File: src/rtl/bus_uart_xfer_pkg.sv
`default_nettype none
// ============================================================================
//  Module      : bus_uart_xfer_pkg
//  Description : Shared definitions for the bus-to-UART transfer block:
//                FSM state encodings, grant/free active levels, bytes per
//                word, header source codes and the word_number width.
//  Revision    : 1.0 - initial release
// ============================================================================
package bus_uart_xfer_pkg;

    localparam int WORD_NUM_W     = 4;
    localparam int BYTES_PER_WORD = 4;
    localparam int BYTE_CNT_W     = 2;

    // Active levels of the arbiter handshake lines
    localparam logic GRANT_ENABLE = 1'b1;
    localparam logic FREE_ENABLE  = 1'b1;

    // Transfer FSM encoding
    typedef enum logic [2:0] {
        IDLE = 3'd0,
        HDR  = 3'd1,
        LOAD = 3'd2,
        SEND = 3'd3,
        WAIT = 3'd4,
        DONE = 3'd5
    } xfer_state_t;

    // Latched source; the codes double as the header source field
    typedef enum logic [1:0] {
        SRC_NONE    = 2'b00,
        SRC_IO      = 2'b01,
        SRC_L2CACHE = 2'b10,
        SRC_UNCACHE = 2'b11
    } src_t;

    // Header byte layout: {source, 2'b00, word count}
    function automatic logic [7:0] header_byte(input src_t src,
                                               input logic [WORD_NUM_W-1:0] num);
        return {src, 2'b00, num};
    endfunction

endpackage
`default_nettype wire

File: src/rtl/bus_uart_xfer_word_serializer.sv
`default_nettype none
// ============================================================================
//  Module      : word_serializer
//  Description : Holds the 32-bit shift register and byte counter and runs
//                the per-byte tx_start / tx_busy handshake. Bytes leave LSB
//                first. The controller tells it when it is in SEND/HDR
//                (start) and WAIT (in_wait); it reports byte and word done.
//  Revision    : 1.0 - initial release
// ============================================================================
module word_serializer
    import bus_uart_xfer_pkg::*;
(
    input  logic        clk,
    input  logic        resetn,
    input  logic        load_word,
    input  logic [31:0] word_data,
    input  logic        load_hdr,
    input  logic [7:0]  hdr_byte,
    input  logic        start,
    input  logic        in_wait,
    input  logic        hdr_mode,
    input  logic        tx_busy,
    output logic [7:0]  tx_data,
    output logic        tx_start,
    output logic        byte_done,
    output logic        word_done
);

    localparam logic [BYTE_CNT_W-1:0] LAST_BYTE = BYTE_CNT_W'(BYTES_PER_WORD - 1);

    logic [31:0]           shift_q;
    logic [BYTE_CNT_W-1:0] byte_cnt;
    logic                  guard;      // high during the first WAIT cycle

    assign tx_start  = start;
    assign tx_data   = shift_q[7:0];
    // The guard cycle gives the UART one edge to raise tx_busy
    assign byte_done = in_wait && !guard && !tx_busy;
    assign word_done = byte_done && !hdr_mode && (byte_cnt == LAST_BYTE);

    // Shift register, byte counter and guard flag
    always_ff @(posedge clk) begin
        if (!resetn) begin
            shift_q  <= '0;
            byte_cnt <= '0;
            guard    <= 1'b0;
        end else begin
            guard <= start;
            if (load_word) begin
                shift_q  <= word_data;
                byte_cnt <= '0;
            end else if (load_hdr) begin
                shift_q  <= {24'h0, hdr_byte};
                byte_cnt <= '0;
            end else if (byte_done) begin
                shift_q <= shift_q >> 8;
                // Header bytes are not payload; the counter saturates at the last byte
                if (!hdr_mode && byte_cnt != LAST_BYTE) begin
                    byte_cnt <= byte_cnt + 1'b1;
                end
            end
        end
    end

endmodule
`default_nettype wire

File: src/rtl/bus_uart_xfer.sv
`default_nettype none
// ============================================================================
//  Module      : bus_uart_xfer
//  Description : Takes a granted bus master's word stream and sends it
//                byte-wise to a UART transmitter, then pulses the matching
//                bus-free line. Source priority io > L2cache > uncache.
//                Optional macro BUS_XFER_HEADER_EN adds a header byte
//                {src, 2'b00, word_number} ahead of the payload.
//  Revision    : 1.0 - initial release
// ============================================================================
module bus_uart_xfer
    import bus_uart_xfer_pkg::*;
(
    input  logic                  clk,
    input  logic                  resetn,
    input  logic                  bus_io_grant,
    input  logic                  bus_L2cache_grant,
    input  logic                  bus_uncache_grant,
    input  logic [WORD_NUM_W-1:0] word_number,
    input  logic [31:0]           word_data,
    input  logic                  word_valid,
    output logic                  word_ready,
    output logic [7:0]            tx_data,
    output logic                  tx_start,
    input  logic                  tx_busy,
    output logic                  io_bus_free,
    output logic                  L2cache_bus_free,
    output logic                  uncache_bus_free,
    output logic                  xfer_busy
);

    xfer_state_t           state, state_next;
    src_t                  src, grant_src;
    logic [WORD_NUM_W-1:0] word_cnt;
    logic                  any_grant;
    logic                  load_word, load_hdr, start, in_wait, word_dec;
    logic                  byte_done, word_done, in_hdr;

    // Priority decode of the arbiter grants
    always_comb begin
        grant_src = SRC_NONE;
        if (bus_io_grant == GRANT_ENABLE)           grant_src = SRC_IO;
        else if (bus_L2cache_grant == GRANT_ENABLE) grant_src = SRC_L2CACHE;
        else if (bus_uncache_grant == GRANT_ENABLE) grant_src = SRC_UNCACHE;
    end
    assign any_grant = (grant_src != SRC_NONE);

`ifdef BUS_XFER_HEADER_EN
    logic hdr_pending;
    // Marks that the byte in flight is the header, not payload
    always_ff @(posedge clk) begin
        if (!resetn) begin
            hdr_pending <= 1'b0;
        end else if (state == IDLE && any_grant) begin
            hdr_pending <= 1'b1;
        end else if (byte_done) begin
            hdr_pending <= 1'b0;
        end
    end
    assign in_hdr = hdr_pending;
`else
    assign in_hdr = 1'b0;
`endif

    // State register, source latch and word counter
    always_ff @(posedge clk) begin
        if (!resetn) begin
            state    <= IDLE;
            src      <= SRC_NONE;
            word_cnt <= '0;
        end else begin
            state <= state_next;
            if (state == IDLE && any_grant) begin
                src      <= grant_src;
                word_cnt <= word_number;
            end else if (word_dec && word_cnt != '0) begin
                word_cnt <= word_cnt - 1'b1;
            end
        end
    end

    // Next-state decode and per-state outputs
    always_comb begin
        state_next       = state;
        word_ready       = 1'b0;
        load_word        = 1'b0;
        load_hdr         = 1'b0;
        start            = 1'b0;
        in_wait          = 1'b0;
        word_dec         = 1'b0;
        io_bus_free      = ~FREE_ENABLE;
        L2cache_bus_free = ~FREE_ENABLE;
        uncache_bus_free = ~FREE_ENABLE;
        case (state)
            IDLE: begin
                if (any_grant) begin
`ifdef BUS_XFER_HEADER_EN
                    load_hdr   = 1'b1;
                    state_next = HDR;
`else
                    state_next = (word_number == '0) ? DONE : LOAD;
`endif
                end
            end
`ifdef BUS_XFER_HEADER_EN
            HDR: begin
                start      = 1'b1;
                state_next = WAIT;
            end
`endif
            LOAD: begin
                word_ready = 1'b1;
                if (word_valid) begin
                    load_word  = 1'b1;
                    state_next = SEND;
                end
            end
            SEND: begin
                start      = 1'b1;
                state_next = WAIT;
            end
            WAIT: begin
                in_wait = 1'b1;
                if (byte_done) begin
                    if (in_hdr) begin
                        state_next = (word_cnt == '0) ? DONE : LOAD;
                    end else if (word_done) begin
                        word_dec   = 1'b1;
                        state_next = (word_cnt == WORD_NUM_W'(1)) ? DONE : LOAD;
                    end else begin
                        state_next = SEND;
                    end
                end
            end
            DONE: begin
                if (src == SRC_IO)      io_bus_free      = FREE_ENABLE;
                if (src == SRC_L2CACHE) L2cache_bus_free = FREE_ENABLE;
                if (src == SRC_UNCACHE) uncache_bus_free = FREE_ENABLE;
                state_next = IDLE;
            end
            default: state_next = IDLE;
        endcase
    end

    assign xfer_busy = (state != IDLE);

    word_serializer u_ser (
        .clk       (clk),
        .resetn    (resetn),
        .load_word (load_word),
        .word_data (word_data),
        .load_hdr  (load_hdr),
        .hdr_byte  (header_byte(grant_src, word_number)),
        .start     (start),
        .in_wait   (in_wait),
        .hdr_mode  (in_hdr),
        .tx_busy   (tx_busy),
        .tx_data   (tx_data),
        .tx_start  (tx_start),
        .byte_done (byte_done),
        .word_done (word_done)
    );

endmodule
`default_nettype wire

File: config.mk
export PLATFORM = sky130hd
export DESIGN_NAME = bus_uart_xfer
export DESIGN_NICKNAME = d
export VERILOG_FILES = /design/src/rtl/bus_uart_xfer_pkg.sv /design/src/rtl/bus_uart_xfer_word_serializer.sv /design/src/rtl/bus_uart_xfer.sv
export SDC_FILE = /design/constraint.sdc
export NUM_CORES = 1
export LEC_CHECK = 0
export CORE_UTILIZATION = 43
export CTS_CLUSTER_DIAMETER = 80
export DETAILED_ROUTE_END_ITERATION = 10
export GPL_TIMING_DRIVEN = 0
export PLACE_DENSITY = 0.74
export SLEW_MARGIN = 20
export SYNTH_ARGS = -nofsm -noshare
export SYNTH_HDL_FRONTEND = slang
export SYNTH_SLANG_ARGS = --single-unit
File: constraint.sdc
create_clock -name clk -period 1.5 [get_ports clk]
set_clock_uncertainty 0.1 [all_clocks]
set_input_delay 0.3 -clock clk [delete_from_list [all_inputs] [get_ports clk]]
set_output_delay 0.3 -clock clk [all_outputs]
set_load 0.03 [all_outputs]
==> metrics.yaml, run 1 <==
drt:
  vias_per_cell: 5.60
  route.detailed.drc: 0
  dr.pass1.iters: 4
  routed_wl_mm: 7.12
  ant_nets: 0
  wl_per_cell_um: 17.1
  drt_iter0_drc: 146
  via_count: 2331
synth:
  synth-async-reset-ratio: 0
  synth.area.mux_share: 0.00945
  synth_adder_area_share: 0.0177
  yosys-top-cells-area: "dfxtp_1, nand2_1, a22oi_1, buf_4, a21oi_1"
  ys_warn_count: 0
  ys.flop_type: "dfxtp_1"
  syn-num-nets: 301
  synth_edf_count: 0
  syn_inst: 255
  syn_area_per_cell_um2: 8.31
  yosysUniqueCellTypes: 47
  yosysSeqAreaShare: 0.416
  synth-simple-area-share: 0.225
  synth_top_family_by_area: "compound AO/OA/AOI/OAI gates"
  yosysTopAreaCellShare: 0.416
  synth_seq_cells: 44
  synth_top_cell_by_area: "dfxtp_1"
  synth-xor-area-share: 0.00827
  syn_area_mm2: 0.00212
  synth-compound-area-share: 0.237
die:
  initial_core_util: 0.448
  num_rows: 25
  num_io_pins: 57
  die_area_mm2: 0.00521
  coreArea_mm2: 0.00472
  die_y_um: 72.2
  die_x_um: 72.2
place:
  placed_area_mm2: 0.00285
  hpwl_mm: 3.85
  port_buffers: 56
  dp_cells: 378
  gp_congestion: 0.900
sta:
  worst_pin_slew_ns: 0.466
  finalSetupViolCount: 47
  setup_tns_ns: -5.88
  rsz0062_at_grt: "true"
  post-route-min-period_ns: 1.74
  fmax_mhz: 573
  relSlewSlack: 0.689
  timing.final.crit_share: 1.16
  hold_viol: 0
  fin_ws_ns: -0.244
  hold_slack_ns: 0.224
  drv_slew: 0
cells_and_area:
  area_growth_pct: 70.8
  layout_commonest_cell: "dfxtp_1"
  multi_input_area_mm2: 0.00146
  fin_util: 0.766
  nFillCells: 312
  layoutNonFillerInstCount: 416
  design_area_mm2: 0.00362
  diodes: 0
  layout_common_cells: "dfxtp_1, clkdlybuf4s50_1, buf_6, buf_4, nand2_2"
  num-nets-final: 395
  seqCellArea_um2: 893
  drive_gt1_frac: 0.461
setup_path:
  path_max_fanout: 6
  path_cells: "buf_6 > buf_6 > nor3b_4 > buf_6 > buf_12 > nand2_8 > a221o_1 > nand2_1"
  crit_type: "reg2reg"
  cp_common_cell: "buf_6"
  worstSetupEndpointType: "flop"
  worst_setup_path_start_kind: "flop"
  cp.arrival_ns: 1.89
  max_stage_delay_ns: 0.36
  crit_required_ns: 1.65
  cp_slowest_cell: "dfxtp_4"
run:
  drv_cap: 0
clock_tree:
  h-tree-depth: 2
  cts_hold_buf: 0
  cts_tree: "yes"
  clock_path_buffers: 2
  clock_latency_ns: 0.31
  cts-root-buf: "clkbuf_8"
  numCtsBuffers: 5
  clock-sinks: 44
  clkSlewWorstSetupHoldPaths_ns: 0.08
global_route:
  grt.total_usage: 0.235
  overflow: 0
  grt_pass1_vias: 2025
  grt_pass1_wl_mm: 9.46
  grt_start_max_net_pins: 14
  grt_antenna_before_repair: 0
outcome:
  violations: "negative setup slack"
  status: "complete, but fails checks"
worst_hold_path:
  hp-class: "in2reg"
pwr:
  p_leak_nw: 1.34
  power.density_mw_per_mm2: 1300
  ir_drop_uv: 736
==> cell families after synthesis <==
logic type / after synthesis
xor gates and xnor gates: 2
buffers and inverters: 31
DFF: 44
adders and majority gates: 3
muxes: 2
AOI/OAI and AO/OA: 77
and+or+nand+nor: 96
==> path summary, 6_finish.rpt <==
| check | slack, ns | endpoint | cells past startpoint | startpoint |
|---|---|---|---|---|
| max | -0.24 | state[0] | 8 | state[1] |
| min | 0.22 | src[0] | 2 | bus_L2cache_grant |
| max reg2reg | -0.24 | state[0] | 8 | state[1] |
| min reg2reg | 0.36 | u_ser.shift_q[2] | 2 | u_ser.shift_q[2] |
==> worst max-delay path, delay by kind of cell (launching register included) <==
| kind | cells | cell delay (ns) |
|---|---|---|
| AOI/OAI and AO/OA | 1 | 0.36 |
| DFF | 1 | 0.36 |
| and+or+nand+nor | 3 | 0.37 |
| buffers and inverters | 4 | 0.50 |
==> per-stage QoR <==
stage	setup slack, ns	total power [W]
6_report	-0.244	0.00470
4_1_cts	-0.247	0.00431
3_3_place_gp	-0.704	0.00315
2_1_floorplan	-0.0692	0.00270
5_1_grt	-0.300	0.00492
3_5_place_dp	-0.774	0.00317
==> state kept, by name (all words and copies together), names as in the netlist <==
| signal | flops |
|---|---|
| u_ser.shift_q | 32 |
| u_ser.byte_cnt | 2 |
| state | 3 |
| src | 2 |
| word_cnt | 4 |
| u_ser.guard | 1 |
==> Yosys cell counts (3+ instances only) <==
cell type,number
nand2_1,47
dfxtp_1,44
a22oi_1,19
nor2_1,19
a21oi_1,17
o21ai_0,16
a31oi_1,13
buf_4,12
inv_1,8
buf_2,6
nand4_1,4
clkbuf_1,3
ha_1,3
nor3_1,3
==> layout make-up <==
cell class | count | share of cell area
clock buffers | 5 | 0.0190
clock inverters | 2 | 0.00346
flip-flops and latches | 44 | 0.247
plain buffers | 23 | 0.0560
repair buffers | 87 | 0.238
well taps | 67 | 0.0232
multi-input cells | 180 | 0.403
inverters | 8 | 0.00969
==> metal layers <==
| metal | up-vias | wire length (um) | global-route usage |
|---|---|---|---|
| met3 | 16 | 461 | 0.0583 |
| met4 | 0 | 142 | 0.0675 |
| met2 | 103 | 3750 | 0.394 |
| met5 | - | 0 | 0 |
| met1 | 1116 | 2770 | 0.299 |
| li1 | 1096 | - | - |
==> report_power, final <==
group / internal, W / switching, W / total [W]
sequential: 0.00142 / 0.000254 / 0.00167
combinational: 0.00116 / 0.00112 / 0.00228
clock: 0.000316 / 0.000430 / 0.000746
total: 0.00290 / 0.00180 / 0.00470
==> timing repair <==
item                                    4_1_cts  5_1_grt
endpoints found under the hold margin         0        0
gates resized for setup                     115       75
setup buffers                                21        8
pin swaps                                    32       44
gates cloned                                  2        3
endpoints found under the setup margin       55       53
(Power assumes the default switching activity.)
==> inputs of run 2 (changes only) <==
--- a/config.mk
+++ b/config.mk
@@ -5,11 +5,13 @@
 export SDC_FILE = /design/constraint.sdc
 export NUM_CORES = 1
 export LEC_CHECK = 0
-export CORE_UTILIZATION = 43
+export CELL_PAD_IN_SITES_DETAIL_PLACEMENT = 2
+export CELL_PAD_IN_SITES_GLOBAL_PLACEMENT = 2
+export CORE_UTILIZATION = 25
 export CTS_CLUSTER_DIAMETER = 80
 export DETAILED_ROUTE_END_ITERATION = 10
 export GPL_TIMING_DRIVEN = 0
-export PLACE_DENSITY = 0.74
+export PLACE_DENSITY = 0.75
 export SLEW_MARGIN = 20
 export SYNTH_ARGS = -nofsm -noshare
 export SYNTH_HDL_FRONTEND = slang
==> metrics.yaml, run 2 (synthesized netlist as in run 1, its figures left out) <==
outcome:
  status: "complete, but fails checks"
  violations: "negative setup slack"
global_route:
  grt_pass1_wl_mm: 15.4  # +63%
  grt_start_max_net_pins: 15  # +1
  grtUsageMet2: 0.447  # +0.0535
  use_met1: 0.268  # -0.0313
  grtUsageMet3: 0.0405  # -0.0179
  grt_pass1_vias: 2695  # +33%
  top_usage_layer: "met2"
  overflow: 0  # unchanged
  grt.total_usage: 0.236  # +0.00186
  grt_antenna_before_repair: 0  # unchanged
drt:
  route.detailed.drc: 0  # unchanged
  ant_nets: 0  # unchanged
  wl_per_cell_um: 25.1  # +47%
  routed_wl_mm: 11.8  # +65%
  vias_per_cell: 5.32  # -5.0%
  dr.pass1.iters: 4  # unchanged
  via_count: 2490  # +6.8%
  drt_iter0_drc: 113  # -23%
setup_path:
  cp.arrival_ns: 1.41  # -0.48 ns
  crit_required_ns: 1.10  # -0.55 ns
  path_max_fanout: 7  # +1
  cp_common_cell: "buf_12"
  worstSetupEndpointType: "output pin"
  path_cells: "buf_12 > buf_12 > nor3b_4 > buf_6"
  max_stage_delay_ns: 0.38  # +0.02 ns
  crit_type: "reg2out"
  worst_setup_path_start_kind: "flop"
  cp_slowest_cell: "dfxtp_4"
pwr:
  ir_drop_uv: 517  # -30%
  power.density_mw_per_mm2: 1380  # +6.3%
  p_leak_nw: 1.55  # +16%
place:
  port_buffers: 56  # unchanged
  hpwl_mm: 5.28  # +37%
  gp_congestion: 0.772  # -14%
  pre_cts_slack_ns: -0.855  # -0.0803 ns
die:
  die_area_mm2: 0.00885  # +70%
  die_x_um: 94.1  # +30%
  num_io_pins: 57  # unchanged
  num_rows: 33  # +32%
  coreArea_mm2: 0.00822  # +74%
  initial_core_util: 0.258  # -0.191
  die_y_um: 94.1  # +30%
cells_and_area:
  drive_gt1_frac: 0.534  # +0.0731
  area_growth_pct: 89.5
  regMostFlops: "u_ser.shift_q"
  reg_top3: "u_ser.shift_q: 32 flops, word_cnt: 4 flops, state: 3 flops"
  num-nets-final: 408  # +3.3%
  layout_common_cells: "buf_4, clkdlybuf4s50_1, dfxtp_1, buf_6"
  diodes: 0  # unchanged
  layout_commonest_cell: "buf_4"
  largest_reg_flops: 32  # unchanged
clock_tree:
  clock_path_buffers: 2  # unchanged
  clock_latency_ns: 0.33  # +0.02 ns
  clock-sinks: 44  # unchanged
  numCtsBuffers: 5  # unchanged
  h-tree-depth: 2  # unchanged
  cts_hold_buf: 0  # unchanged
  cts-root-buf: "clkbuf_8"
  cts_tree: "yes"
  clkSlewWorstSetupHoldPaths_ns: 0.10  # +0.02 ns
sta:
  post-route-min-period_ns: 1.81  # +0.0680 ns
  fmax_mhz: 552  # -3.8%
  finalSetupViolCount: 48  # +2.1%
  worst_pin_slew_ns: 0.661  # +0.194 ns
  timing.final.crit_share: 1.21  # +0.0454
  rsz0062_at_grt: "true"
  relSlewSlack: 0.560  # -0.129
  fin_ws_ns: -0.312  # -0.0680 ns
  hold_viol: 0  # unchanged
  setup_tns_ns: -10.33  # -4.45 ns
  drv_slew: 0  # unchanged
run:
  drv_cap: 0  # unchanged
worst_hold_path:
  hp-class: "in2reg"
## run 2: cell types whose count changed in the layout (fill, tap and decap cells not counted), moves of 4 or more
| cell | before | now |
|---|---|---|
| nand2_2 | 22 | 15 |
| a21oi_1 | 13 | 7 |
| nand2_4 | 5 | 13 |
| clkbuf_2 | 7 | 1 |
| a21oi_2 | 4 | 10 |
| buf_4 | 23 | 41 |
| buf_6 | 25 | 19 |
| a31oi_1 | 12 | 6 |
| o21ai_1 | 7 | 3 |
## run 2: cell type report
class,instances,area [um2]
clock buffer,6,82.6
tap,105,131
clock inverter,2,38.8
fill,849,4200
buffer,23,226
inverter,8,36.3
timing repair buffer,100,977
multi-input combinational,180,1620
sequential,44,900
## run 2: power breakdown
group	leakage (nW)	internal (W)	switching, W
Sequential	0.364	0.00143	0.000302
Combinational	1.12	0.00133	0.00143
Clock	0.0614	0.000546	0.000505
## run 2: worst max-delay path: cells and delay by family, from the launching register on
family,cells,cell delay [ns]
simple gates,1,0.26
buf+inv,3,0.45
flops,1,0.38
## run 2: timing repair
| action | in CTS | in global routing |
|---|---|---|
| setup endpoints to repair | 55 | 52 |
| resized for setup | 147 | 78 |
| gates cloned | 2 | 0 |
| buffers inserted | 34 | 8 |
| pin swaps | 50 | 27 |
## run 2: stage by stage
| stage | cell area [um2] | cells | power [W] | hold WS, ns | util |
|---|---|---|---|---|---|
| after global routing | 4020 | 468 | 0.00577 | 0.298 | 0.489 |
| final | 4020 | 468 | 0.00555 | 0.263 | 0.489 |
| after floorplan | 2200 | 255 | 0.00270 | 0.310 | - |
| after CTS | 3690 | 460 | 0.00497 | 0.267 | 0.449 |
| after detailed placement | 2890 | 416 | 0.00326 | 0.354 | 0.352 |
| after global placement | 2890 | 416 | 0.00320 | 0.344 | 0.352 |
## run 2: worst paths after layout
path / startpoint / end / slack (ns) / depth (start not counted)
worst max-delay path: state[0] / word_ready / -0.31 / 4
worst min-delay path: bus_L2cache_grant / src[0] / 0.26 / 2
worst max register to register: state[1] / u_ser.shift_q[5] / -0.29 / 8
worst min register to register: u_ser.shift_q[4] / u_ser.shift_q[4] / 0.36 / 2
## run 2: routing by layer
layer | part of all wire | routed length, um
met3 | 0.026 | 305
met5 | 0 | 0
met2 | 0.53 | 6250
met1 | 0.42 | 4890
met4 | 0.027 | 316
